## config.mk

```make
export PLATFORM = sky130hd
export DESIGN_NAME = card_hand_bank
export DESIGN_NICKNAME = d
export VERILOG_FILES = /design/src/rtl/card_pkg.sv /design/src/rtl/hand_slot_bank.sv /design/src/rtl/card_hand_bank.sv
export SDC_FILE = /design/constraint.sdc
export NUM_CORES = 1
export LEC_CHECK = 0
export BUFFER_PORTS_ARGS = -buffer_cell sky130_fd_sc_hd__clkbuf_2
export CORE_MARGIN = 5
export CORE_UTILIZATION = 50
export CTS_CLUSTER_SIZE = 20
export DETAILED_ROUTE_END_ITERATION = 8
export HOLD_SLACK_MARGIN = 0.03
export MAX_ROUTING_LAYER = met4
export PLACE_DENSITY = 0.73
export SYNTH_ARGS = -nofsm -noshare
export SYNTH_HDL_FRONTEND = slang
export SYNTH_SLANG_ARGS = --single-unit
export TNS_END_PERCENT = 100
```

## constraint.sdc

```tcl
create_clock -name slow_clock -period 4.15 [get_ports slow_clock]
set_clock_uncertainty 0.1 [all_clocks]
set_input_delay 0.415 -clock slow_clock [delete_from_list [all_inputs] [get_ports slow_clock]]
set_output_delay 0.415 -clock slow_clock [all_outputs]
set_load 0.005 [all_outputs]
```

## src/rtl/card_pkg.sv

```systemverilog
// card_pkg: shared card codes, width default and baccarat scoring helpers.
package card_pkg;
  localparam int CARD_W = 4;
  localparam logic [3:0] CARD_EMPTY = 4'd0;
  localparam logic [3:0] CARD_ACE = 4'd1;
  localparam logic [3:0] CARD_KING = 4'd13;
  function automatic logic [3:0] card_value(input logic [3:0] c);
    return (c >= CARD_ACE && c <= 4'd9) ? c : 4'd0;
  endfunction
  function automatic logic [3:0] add_mod10(input logic [3:0] a, input logic [3:0] b);
    logic [4:0] s;
    s = {1'b0, a} + {1'b0, b};
    return (s >= 5'd10) ? 4'(s - 5'd10) : s[3:0];
  endfunction
endpackage

```

## src/rtl/hand_slot_bank.sv

```systemverilog
// hand_slot_bank: one hand's slots, count, score and natural flag; NATURAL_DETECT_EN enables natural detection.
module hand_slot_bank import card_pkg::*; #(
  parameter int NCARDS = 3,
  parameter int CARD_W = card_pkg::CARD_W,
  parameter int CW = $clog2(NCARDS + 1)
) (
  input  logic                     slow_clock,
  input  logic                     resetb,
  input  logic                     clear,
  input  logic                     wr,
  input  logic [CARD_W-1:0]        card,
  output logic [NCARDS*CARD_W-1:0] slots,
  output logic [CW-1:0]            count,
  output logic [3:0]               score,
  output logic                     full,
  output logic                     natural
);
  logic [3:0] nxt_score;
  logic       nat_set;
  assign nxt_score = add_mod10(score, card_value(card[3:0]));
  assign full = count == CW'(NCARDS);
`ifdef NATURAL_DETECT_EN
  assign nat_set = count == CW'(1) && nxt_score >= 4'd8;
`else
  assign nat_set = 1'b0;
`endif
  always_ff @(posedge slow_clock or negedge resetb) begin
    if (!resetb) begin
      slots <= '0;
      count <= '0;
      score <= '0;
      natural <= 1'b0;
    end else if (clear) begin
      slots <= '0;
      count <= '0;
      score <= '0;
      natural <= 1'b0;
    end else if (wr) begin
      slots[count*CARD_W +: CARD_W] <= card;
      count <= count + CW'(1);
      score <= nxt_score;
      natural <= natural | nat_set;
    end
  end
endmodule

```

## src/rtl/card_hand_bank.sv

```systemverilog
// card_hand_bank: NHANDS-hand card store with valid/ready dealing and running baccarat scores.
// NATURAL_DETECT_EN enables sticky natural flags that lock a hand against further deals.
module card_hand_bank import card_pkg::*; #(
  parameter int NHANDS = 2,
  parameter int NCARDS = 3,
  parameter int CARD_W = card_pkg::CARD_W,
  parameter int HW = (NHANDS > 1) ? $clog2(NHANDS) : 1,
  parameter int CW = $clog2(NCARDS + 1)
) (
  input  logic                            slow_clock,
  input  logic                            resetb,
  input  logic [CARD_W-1:0]               card_in,
  input  logic                            deal_valid,
  input  logic [HW-1:0]                   deal_hand,
  output logic                            deal_ready,
  input  logic                            clear,
  output logic                            deal_err,
  output logic [NHANDS*NCARDS*CARD_W-1:0] hand_cards,
  output logic [NHANDS*CW-1:0]            card_count,
  output logic [NHANDS*4-1:0]             score,
  output logic [NHANDS-1:0]               hand_full,
  output logic [NHANDS-1:0]               natural
);
  logic [NHANDS-1:0] sel;
  logic              card_ok, accept;
  assign card_ok = card_in >= CARD_W'(CARD_ACE) && card_in <= CARD_W'(CARD_KING);
  assign deal_ready = resetb && !clear && |sel && !(|(sel & (hand_full | natural)));
  assign accept = deal_valid && deal_ready && card_ok;
  for (genvar h = 0; h < NHANDS; h++) begin : g_hand
    assign sel[h] = deal_hand == HW'(h);
    hand_slot_bank #(.NCARDS(NCARDS), .CARD_W(CARD_W), .CW(CW)) u_hand (
      .slow_clock(slow_clock),
      .resetb(resetb),
      .clear(clear),
      .wr(accept && sel[h]),
      .card(card_in),
      .slots(hand_cards[h*NCARDS*CARD_W +: NCARDS*CARD_W]),
      .count(card_count[h*CW +: CW]),
      .score(score[h*4 +: 4]),
      .full(hand_full[h]),
      .natural(natural[h])
    );
  end
  always_ff @(posedge slow_clock or negedge resetb) begin
    if (!resetb) deal_err <= 1'b0;
    else deal_err <= deal_valid && !clear && !accept;
  end
endmodule

```

# Yosys cells after proc, flatten, opt, wreduce, memory -nomap -nowiden

Cells that the tools add are included.

Register bits: 37
Bits of input ports: 9
Output and inout bits: 42

$add $sub $neg: 8
Order comparisons: 5
Equal/unequal tests: 2
Shift operators: 4
Multiplexer cells: 17
Bitwise logic cells: 2
Reductions and logical operators: 16

Operators by type and width:

| kind                      | count |
|---|---|
| $neg A4 Y34               | 2 |
| $shift A4 B34 Y12 const A | 2 |
| $shiftx A4 B34 Y12        | 2 |
| $mux W12                  | 4 |
| $mux W4                   | 7 |
| $bwmux W12                | 2 |
| $add A4 B4 Y5             | 2 |
| $ge A5 B4 Y1 const B      | 2 |
| $logic_and A1 B1 Y1       | 10 |
| $le A4 B4 Y1 const B      | 2 |
| $mux W2                   | 4 |
| $sub A4 B4 Y4 const B     | 2 |
| $add A2 B1 Y2 const B     | 2 |
| $eq A2 B2 Y1 const B      | 2 |
| $ge A4 B1 Y1 const B      | 1 |
| $reduce_bool A2 Y1        | 2 |
| $logic_not A1 Y1          | 3 |
| $and A2 B2 Y2             | 1 |
| $reduce_or A2 Y1          | 1 |
| $not A1 Y1                | 1 |

# Depth between registers and ports, before layout

Gate-level depths: netlist of run 1.

Depth in word-level cells: 10
Mapped depth: 13
Depth with buffers taken out: 12

# Cells and area by module

A second synthesis of run 1 with hierarchy kept.

Cell total of the unflattened synthesis: 221
Area, all modules: 2205.9 µm²

By module, submodules not included:

| module                             | instances | cells each | area an instance (µm²) |
|---|---|---|---|
| hand_slot_bank at g_hand[0].u_hand | 1         | 109        | 1068.5 |
| hand_slot_bank at g_hand[1].u_hand | 1         | 100        | 1038.5 |
| card_hand_bank                     | 1         | 12         | 98.8 |

# Worst setup path after synthesis of run 1

Ideal clock, no wire load.

Kind: in2reg
Start point: input card_in[2]
End point: register g_hand[0].u_hand.score[2]
Setup time: 118 ps
Data arrival time: 2854 ps
Required time: 3932 ps
Slack: 1078 ps
Stages: 13
Path buffers: 1
Cell sequence: clkbuf_1 -> o21ai_0 -> and2_1 -> ha_1 -> ha_1 -> a21oi_2 -> xor2_2 -> ha_1 -> nor2_1 -> a221o_1 -> a41oi_2 -> mux2i_1 -> a21o_1

Longest elaborated chain between the ends: 8
Elaborated cells between the ends (all ways): 15

RTL lines:

| item                                          | line                                | text |
|---|---|---|
| start: declaration                            | card_hand_bank.sv:12                | `input logic [CARD_W-1:0] card_in,` |
| $ge A4 B1 Y1 or $le A4 B4 Y1 (tied branches)  | card_pkg.sv:8, card_hand_bank.sv:26 |  |
| $logic_and A1 B1 Y1                           | card_pkg.sv:8                       | `return (c >= CARD_ACE && c <= 4'd9) ? c : 4'd0;` |
| $mux W4                                       | card_pkg.sv:8                       |  |
| $add A4 B4 Y5                                 | card_pkg.sv:12                      | `s = {1'b0, a} + {1'b0, b};` |
| $sub A4 B4 Y4 or $ge A5 B4 Y1 (tied branches) | card_pkg.sv:13                      | `return (s >= 5'd10) ? 4'(s - 5'd10) : s[3:0];` |
| $mux W4                                       | card_pkg.sv:13                      |  |
| $mux W4                                       | hand_slot_bank.sv:38                | `end else if (wr) begin` |
| $mux W4                                       | hand_slot_bank.sv:33                | `end else if (clear) begin` |
| end signal: assignment                        | hand_slot_bank.sv:41                | `score <= nxt_score;` |
| end: declaration                              | hand_slot_bank.sv:14                | `output logic [3:0] score,` |

Several ways; a longest one is shown, not always the timed one. The select of a mux whose other input is x is not followed.
A chain may end at the register's enable or synchronous reset.

# Worst setup path after layout of run 1

Start point: input card_in[3]
End point: register g_hand[0].u_hand.score[2]

Same word-level chain as after synthesis.

==> reports/metrics.yaml, run 1 <==
power_and_ir_drop:
  ir_worst_vdd_v: 0.000191
  power.density_nw_per_um2: 284
  p_leak_nw: 1.30
yosys:
  synthTopCellsByCount: "nand2_1, dfrtp_1, ha_1, inv_1, o21ai_0"
  async_reset_ff_share_pct: 100
  synthCells: 251
  synth_warnings: 0
  synth_area_leaders: "dfrtp_1, ha_1, nand2_1"
  synth-seq-area-share_pct: 39.4
  synth_area_leader_cell: "dfrtp_1"
  synthesis.area_um2: 2350
  synth.top_cell.area_share_pct: 39.4
  synth_ff_type: "dfrtp_1"
  yosys_register_bits: 37
  synth_edf_count: 0
  synth.most_common_cell: "nand2_1"
  synth_cell_type_count: 52
  avgSynthCellArea_um2: 9.36
worst_setup_path:
  worst_setup_path_start_kind: "input port"
  cp.arrival_ns: 3.13
  path_class: "in -> reg"
  cp-end-kind: "flop"
  crit_fanout: 13
  crit_path_start: "card_in[3]"
  required_ns: 4.29
  r2r-start: "g_hand[0].u_hand.score[0]$_DFFE_PN0P_"
timing:
  timing.slew.headroom_pct: 43.6
  setup_viol: 0
  slew_viol_final: 0
  rsz0062_at_grt: "no"
  fmax_ghz: 0.334
  hold_viol_final: 0
  final.period_utilization_pct: 72.1
  finalSetupTns_ns: 0
  worst_pin_slew_ns: 0.840
  whs_ns: 0.100
  finalCriticalPeriod_ns: 2.99
detailed_routing:
  wire_per_inst_um: 15.0
  wl_met2_mm: 2.43
  met3WireLength_um: 272
  wl_mm: 5.27
  routed_via_density: 5.54
  ant_nets: 0
  via_count: 1945
  highest_layer: "met4"
  m1WireLength_mm: 2.47
  drt_iter0_drc: 95
  drt-pass1-iter-count: 5
  drc_errors: 0
clocking:
  worstSkewPairLatency_ns: 0.29
  hold_buffers: 0
  cts_buffers: 5
  clock_path_buffers: 2
  cts_sinks: 37
  cts_resized: 0
  ctsHtreeMaxLevel: 2
  path_clk_slew_ns: 0.07
  cts_tree: "built"
  cts_root_buf: "clkbuf_8"
  post_cts_buffers: 0
final_layout:
  fin_nets: 323
  syn2layout_area_growth_pct: 13.6
  seq_area_um2: 926
  nFillCells: 408
  multi_input_area_um2: 1290
  drive_gt1_share_pct: 23.9
  utilization_pct: 57.6
  antenna_cells: 0
floorplanning:
  initial_core_util_pct: 50.7
  rows: 25
  die-area_um2: 6170
  coreArea_um2: 4630
  die_h_um: 78.5
  ioPinCount: 51
  die_w_um: 78.5
place:
  io_buffers: 48
  dp_hpwl_mm: 4.05
  gp_congestion: 0.850
grt:
  grt_pass1_vias: 1921
  antenna_found_initial: 0
  grt_first_pass_wirelength_mm: 9.14
  grt_max_degree: 38
  track_usage_pct: 19.3
  gr-total-overflow: 0
job:
  maxCapViolCount: 0
hold_path:
  worstHoldPathType: "in -> async"
outcome:
  status: "finished, final reports clean"
## cell families (layout without fill, tap and decap cells)
logic type | after synthesis | in the layout | synth area share [%]
XOR/XNOR | 10 | 10 | 4.05
adder cells (fa/ha/maj) | 18 | 18 | 9.59
AND/OR/NAND/NOR | 91 | 91 | 20.2
AO/OA/AOI/OAI | 60 | 60 | 17.1
multiplexers | 9 | 9 | 3.84
buffers and inverters | 25 | 70 | 5.59
flip-flops | 37 | 37 | 39.4
other | 1 | 2 | 0.160
## final timing paths
path	to	cells past startpoint	slack, ns
worst min register to register	g_hand[0].u_hand.slots[11]$_DFFE_PN0P_	2	0.39
max in group asynchronous	g_hand[1].u_hand.slots[5]$_DFFE_PN0P_	2	3.51
min in group slow_clock	deal_err$_DFF_PN0_	2	0.29
worst min-delay path	g_hand[0].u_hand.slots[11]$_DFFE_PN0P_	2	0.10
worst max register to register	g_hand[0].u_hand.score[2]$_DFFE_PN0P_	10	1.40
worst max-delay path	g_hand[0].u_hand.score[2]$_DFFE_PN0P_	13	1.16
## area by class of cell
class                           count  share of cell area, %
Clock buffer                        6                   2.72
Clock inverter                      2                  0.375
Inverter                           13                   1.83
Multi-Input combinational cell    190                   48.5
Sequential cell                    37                   34.7
Tap cell                           54                   2.53
Timing Repair Buffer               49                   9.29
## power by group
group / leakage [nW] / internal [W] / switching (W)
clock network: 0.0450 / 0.000116 / 0.000124
logic: 0.742 / 0.0000520 / 0.0000820
registers: 0.509 / 0.000372 / 0.00000987
## cells in the final DEF, fill, tap and decap left out, types with 3 or more instances in the layout
| cell | synthesis | layout |
|---|---|---|
| a21oi_2 | 4 | 4 |
| nand4_1 | 3 | 3 |
| dfrtp_1 | 37 | 37 |
| inv_1 | 12 | 12 |
| nand3_1 | 4 | 4 |
| clkbuf_8 | 0 | 5 |
| a31oi_1 | 4 | 4 |
| clkbuf_2 | 0 | 48 |
| nor2b_1 | 3 | 3 |
| a21oi_1 | 8 | 8 |
| a21o_1 | 3 | 3 |
| a22o_1 | 7 | 7 |
| mux2i_1 | 9 | 9 |
| ha_1 | 18 | 18 |
| nor2_1 | 6 | 6 |
| nand2_1 | 52 | 52 |
| o21ai_1 | 10 | 10 |
| o21ai_0 | 12 | 12 |
| nor3b_1 | 4 | 4 |
| xnor2_1 | 7 | 7 |
## flip-flops by register name (all words and copies together) (netlist names)
name                 cells
g_hand.u_hand.score      8
g_hand.u_hand.count      4
g_hand.u_hand.slots     24
deal_err                 1
## layer usage
layer / GRT usage [%] / vias up
met1: 25.3 / 902
li1: - / 967
met2: 29.1 / 64
met3: 4.70 / 12
met4: 6.82 / 0
met5: - / -
## worst max-delay path, stage by stage
cell and delay [ns]:
clkbuf_2 0.25, o21ai_0 0.12, and2_1 0.18, ha_1 0.21, ha_1 0.20, a21oi_2 0.18, xor2_2 0.27, ha_1 0.25
nor2_1 0.06, a221o_1 0.40, a41oi_2 0.24, mux2i_1 0.22, a21o_1 0.12
## stage by stage
stage | instance area (um2) | setup slack [ns] | power [W] | std cells
final | 2670 | 1.16 | 0.000757 | 351
after global routing | 2670 | 0.897 | 0.000805 | 351
after CTS | 2670 | 1.16 | 0.000766 | 351
after detailed placement | 2580 | 0.845 | 0.000524 | 343
after global placement | 2580 | 0.995 | 0.000521 | 343
after floorplan | 2350 | 1.08 | 0.000481 | 252
Note: power is estimated with default switching activity, not from simulation.
==> run 2: changes to the inputs <==
==> constraint.sdc (replaced) <==
create_clock -name slow_clock -period 3 [get_ports slow_clock]
set_clock_uncertainty 0.1 [all_clocks]
set_input_delay 0.3 -clock slow_clock [delete_from_list [all_inputs] [get_ports slow_clock]]
set_output_delay 0.3 -clock slow_clock [all_outputs]
set_load 0.005 [all_outputs]
==> reports/metrics.yaml, run 2 (synthesized netlist as in run 1, its figures left out) <==
final_layout:
  fin_nets: 335
  top_register: "g_hand.u_hand.slots"
  reg_top3: "g_hand.u_hand.slots: 24 flops, g_hand.u_hand.score: 8 flops, g_hand.u_hand.count: 4 flops"
  utilization_pct: 59.7
  antenna_cells: 0
  final_area_um2: 2760
  drive_gt1_share_pct: 26.3
  largest_reg_flops: 24
  layout_common_cells: "nand2_1, clkbuf_2, dfrtp_1"
  layout_commonest_cell: "nand2_1"
  nFillCells: 422
  syn2layout_area_growth_pct: 17.7
power_and_ir_drop:
  clkPwrFrac_pct: 32.1
  intPower_w: 0.000780
  p_leak_nw: 1.35
  p_comb_share_pct: 18.5
  ir_worst_vdd_v: 0.000288
  power.density_nw_per_um2: 388
  swShare_pct: 27.3
  power_frac_seq_pct: 49.4
  power.switching_w: 0.000293
outcome:
  status: "finished, final reports clean"
floorplanning:
  rows: 25
  die_w_um: 78.5
  die_h_um: 78.5
  initial_core_util_pct: 50.7
  coreArea_um2: 4630
  die-area_um2: 6170
  ioPinCount: 51
timing:
  hold_viol_final: 0
  final.period_utilization_pct: 87.1
  finalSetupTns_ns: 0
  timing.slew.headroom_pct: 57.7
  setup_viol: 0
  worst_pin_slew_ns: 0.626
  rsz0062_at_grt: "no"
  finalCriticalPeriod_ns: 2.61
  fmax_ghz: 0.383
  slew_viol_final: 0
clocking:
  cts_root_buf: "clkbuf_8"
  clock_path_buffers: 2
  cts_buffers: 5
  worstSkewPairLatency_ns: 0.28
  cts_tree: "built"
  cts_resized: 0
  ctsHtreeMaxLevel: 2
  path_clk_slew_ns: 0.07
  cts_sinks: 37
place:
  dp_hpwl_mm: 4.03
  place_area_um2: 2670
  gp_congestion: 0.874
  io_buffers: 48
worst_setup_path:
  critPathBufInv: 0
  slowest_delay_ns: 0.40
  worst_setup_path_start_kind: "flop"
  cp_cell_sequence: "ha_1 > ha_1 > a21oi_2 > xor2_2 > ha_1 > nor2_1 > a221o_1 > a41oi_2 > mux2i_1 > a21o_1"
  path_class: "reg -> reg"
  crit_fanout: 3
  cpMostUsedCell: "ha_1"
  slowest_stage: "dfrtp_1"
  cp-end-kind: "flop"
  cp.arrival_ns: 2.74
  cp_top_family: "compound AO/OA/AOI/OAI gates"
  required_ns: 3.13
detailed_routing:
  drc_errors: 0
  drt_iter0_drc: 69
  wire_per_inst_um: 14.8
  wl_mm: 5.37
  via_count: 1983
  drt-pass1-iter-count: 4
  routed_via_density: 5.48
  ant_nets: 0
grt:
  gr-total-overflow: 0
  track_usage_pct: 19.5
  grt_pass1_vias: 1977
  grt_max_degree: 38
  grt_first_pass_wirelength_mm: 9.25
  antenna_found_initial: 0
job:
  maxCapViolCount: 0
hold_path:
  worstHoldPathType: "in -> reg"
[run 2: changes by cell type in the layout (fill, tap and decap cells not counted), sizes merged]
cell	delta
dlygate4sd3	+1
clkbuf	+1
buf	+11
clkinv	-2
[run 2: power by group through the flow]
| stage | registers, W | clock network (W) | logic (W) |
|---|---|---|---|
| after detailed placement | 0.000539 | 0 | 0.000198 |
| after global routing | 0.000532 | 0.000386 | 0.000226 |
| final | 0.000530 | 0.000344 | 0.000199 |
| after floorplan | 0.000538 | 0 | 0.000127 |
| after CTS | 0.000530 | 0.000364 | 0.000200 |
| after global placement | 0.000539 | 0 | 0.000197 |
[run 2: timing repair]
item / 4_1_cts / 5_1_grt
setup buffers: 0 / 0
hold buffers: 1 / 0
endpoints found under the hold margin: 37 / 0
[run 2: path summary, 6_finish.rpt]
kind	startpoint	cells after the start	endpoint	slack, ns
setup reg to reg	g_hand[0].u_hand.score[0]$_DFFE_PN0P_	10	g_hand[0].u_hand.score[2]$_DFFE_PN0P_	0.39
max in group asynchronous	resetb	3	g_hand[1].u_hand.slots[10]$_DFFE_PN0P_	1.91
hold reg to reg	g_hand[0].u_hand.slots[10]$_DFFE_PN0P_	2	g_hand[0].u_hand.slots[10]$_DFFE_PN0P_	0.39
setup / recovery	g_hand[0].u_hand.score[0]$_DFFE_PN0P_	10	g_hand[0].u_hand.score[2]$_DFFE_PN0P_	0.39
min in group asynchronous	resetb	3	g_hand[0].u_hand.score[3]$_DFFE_PN0P_	0.54
hold / removal	deal_valid	2	deal_err$_DFF_PN0_	0.19
[run 2: area by class of cell]
type / count / area [um2] / area share [%]
multi-input combinational: 190 / 1290 / 46.9
sequential: 37 / 926 / 33.5
timing repair buffer: 61 / 340 / 12.3
clock buffer: 7 / 86.3 / 3.12
tap: 54 / 67.6 / 2.44
inverter: 13 / 48.8 / 1.77
[run 2: metal layers]
| metal | GRT usage [%] | share of wire, % | vias up |
|---|---|---|---|
| met2 | 29.4 | 46 | 53 |
| met4 | 7.17 | 2.0 | 0 |
| met5 | - | 0 | - |
| met1 | 26.0 | 47 | 939 |
| met3 | 3.90 | 5.4 | 8 |
| li1 | - | - | 983 |
[run 2: metrics by stage]
stage | instances | hold slack, ns | worst slack, ns | power [W]
after detailed placement | 354 | 0.321 | 0.155 | 0.000737
after global routing | 362 | 0.176 | 0.229 | 0.00114
after CTS | 362 | 0.171 | 0.375 | 0.00109
after global placement | 354 | 0.323 | 0.214 | 0.000735
after floorplan | 252 | -0.0956 | 0.0426 | 0.000666
final | 362 | 0.188 | 0.387 | 0.00107
==> run 3: changes to the inputs <==
--- a/config.mk
+++ b/config.mk
@@ -5,6 +5,7 @@
 export SDC_FILE = /design/constraint.sdc
 export NUM_CORES = 1
 export LEC_CHECK = 0
+export ABC_AREA = 1
 export BUFFER_PORTS_ARGS = -buffer_cell sky130_fd_sc_hd__clkbuf_2
 export CORE_MARGIN = 5
 export CORE_UTILIZATION = 50
==> reports/metrics.yaml, run 3 <==
outcome:
  status: "finished, final reports clean"
yosys:
  synth_area_leader_cell: "dfrtp_1"
  async_reset_ff_share_pct: 100
  synth_edf_count: 0
  synth.most_common_cell: "nand2_1"
  avgSynthCellArea_um2: 7.98
  synth_warnings: 0
  synth_ff_type: "dfrtp_1"
  synth-seq-area-share_pct: 38.4
  synthesis.area_um2: 2410
  synth_cell_type_count: 30
  synthTopCellsByCount: "nand2_1, dfrtp_1, inv_1, nand3_1, ha_1"
  yosys_register_bits: 37
  synth_area_leaders: "dfrtp_1, nand2_1, ha_1"
  synthCells: 302
  synth.top_cell.area_share_pct: 38.4
place:
  dp_hpwl_mm: 4.14
  dp_cells: 398
  gp_congestion: 0.828
  place_area_um2: 2660
  io_buffers: 48
detailed_routing:
  drt-pass1-iter-count: 4
  drt_iter0_drc: 128
  via_count: 2070
  ant_nets: 0
  wire_per_inst_um: 12.8
  drc_errors: 0
  routed_via_density: 5.10
  wl_mm: 5.19
worst_setup_path:
  cp-end-kind: "flop"
  worst_setup_path_start_kind: "input port"
  crit_fanout: 12
  cp.arrival_ns: 2.34
  r2r_slack_ns: 0.77
  required_ns: 3.08
  path_class: "in -> reg"
power_and_ir_drop:
  p_comb_share_pct: 16.4
  p_leak_nw: 1.53
  ir_worst_vdd_v: 0.000303
  swShare_pct: 28.1
  power.switching_w: 0.000325
  power.density_nw_per_um2: 418
  intPower_w: 0.000833
  clkPwrFrac_pct: 37.7
  power_frac_seq_pct: 45.8
floorplanning:
  coreArea_um2: 4690
  rows: 25
  die_w_um: 79.4
  initial_core_util_pct: 51.3
  die_h_um: 79.4
  ioPinCount: 51
  die-area_um2: 6310
final_layout:
  antenna_cells: 0
  layout_commonest_cell: "nand2_1"
  seq_area_um2: 926
  drive_gt1_share_pct: 23.3
  reg_top3: "g_hand.u_hand.slots: 24 flops, g_hand.u_hand.score: 8 flops, g_hand.u_hand.count: 4 flops"
  top_register: "g_hand.u_hand.slots"
  fin_cells: 406
  syn2layout_area_growth_pct: 15.1
  largest_reg_flops: 24
  fin_nets: 378
  nFillCells: 437
  multi_input_area_um2: 1270
  utilization_pct: 59.1
  final_area_um2: 2770
  layout_common_cells: "nand2_1, clkbuf_2, dfrtp_1"
grt:
  gr-total-overflow: 0
  grt_pass1_vias: 2083
  antenna_found_initial: 0
  track_usage_pct: 19.0
  grt_first_pass_wirelength_mm: 9.30
  grt_max_degree: 38
clocking:
  post_cts_buffers: 0
  cts_tree: "built"
  path_clk_slew_ns: 0.09
  cts_root_buf: "clkbuf_8"
  cts_resized: 0
  clock_path_buffers: 2
  ctsHtreeMaxLevel: 2
  worstSkewPairLatency_ns: 0.29
  cts_buffers: 5
  cts_sinks: 37
  hold_buffers: 0
timing:
  fmax_ghz: 0.444
  hold_viol_final: 0
  finalSetupTns_ns: 0
  whs_ns: 0.0111
  timing.slew.headroom_pct: 55.6
  finalCriticalPeriod_ns: 2.25
  slew_viol_final: 0
  rsz0062_at_grt: "no"
  final.period_utilization_pct: 75.1
  setup_viol: 0
  worst_pin_slew_ns: 0.660
hold_path:
  worstHoldPathType: "in -> async"
job:
  maxCapViolCount: 0
## run 3: layer usage
layer,GRT usage (%),up-vias,wire (um)
met5,-,-,0
met4,4.12,0,42
met3,4.74,4,189
met2,30.7,36,2380
met1,24.3,947,2570
li1,-,1083,-
## run 3: power groups by stage
stage          sequential (W)  clock [W]  combinational [W]
2_1_floorplan        0.000540          0           0.000132
3_3_place_gp         0.000541          0           0.000189
3_5_place_dp         0.000541          0           0.000192
4_1_cts              0.000531   0.000444           0.000193
5_1_grt              0.000533   0.000470           0.000221
6_report             0.000531   0.000437           0.000190
## run 3: per-stage QoR
stage                     power, W  worst slack, ns
final                      0.00116            0.747
after CTS                  0.00117            0.751
after global routing       0.00122            0.433
after detailed placement  0.000732            0.461
after floorplan           0.000671            0.792
after global placement    0.000729            0.551
## run 3: layout make-up
cell class	count	area share [%]
multi-input cells	220	46.0
flip-flops and latches	37	33.4
repair buffers	49	8.94
inverters	38	5.24
clock buffers	6	2.62
well taps	54	2.44
clock inverters	2	1.40
## run 3: cells by family (layout without fill, tap and decap cells)
group / Yosys count / after routing / synth area share (%)
simple gates: 159 / 159 / 31.1
xor+xnor: 2 / 2 / 0.727
fa+ha+maj: 18 / 18 / 9.35
other cells: 1 / 2 / 0.156
compound gates: 39 / 39 / 11.4
buf+inv: 46 / 95 / 8.83
flops: 37 / 37 / 38.4
## run 3: final timing paths
check / from / to / cells past startpoint
max: card_in[1] / g_hand[1].u_hand.score[2]$_DFFE_PN0P_ / 17
min: resetb / g_hand[0].u_hand.slots[7]$_DFFE_PN0P_ / 2
max reg2reg: g_hand[1].u_hand.score[1]$_DFFE_PN0P_ / g_hand[1].u_hand.score[2]$_DFFE_PN0P_ / 15
min reg2reg: g_hand[1].u_hand.slots[8]$_DFFE_PN0P_ / g_hand[1].u_hand.slots[8]$_DFFE_PN0P_ / 2
max in group asynchronous: resetb / g_hand[1].u_hand.score[1]$_DFFE_PN0P_ / 2
min in group slow_clock: deal_valid / deal_err$_DFF_PN0_ / 3
## run 3: worst max-delay path: stages
cell	delay, ns
clkbuf_2	0.21
o21ai_4	0.23
nand3_1	0.18
nand2_1	0.11
inv_1	0.04
ha_1	0.18
inv_1	0.06
nand2_1	0.05
nand2_1	0.11
nand2_1	0.09
ha_1	0.22
inv_1	0.07
nand3_1	0.15
nand3_2	0.14
nand2_1	0.05
nand3_1	0.07
nand2_1	0.05
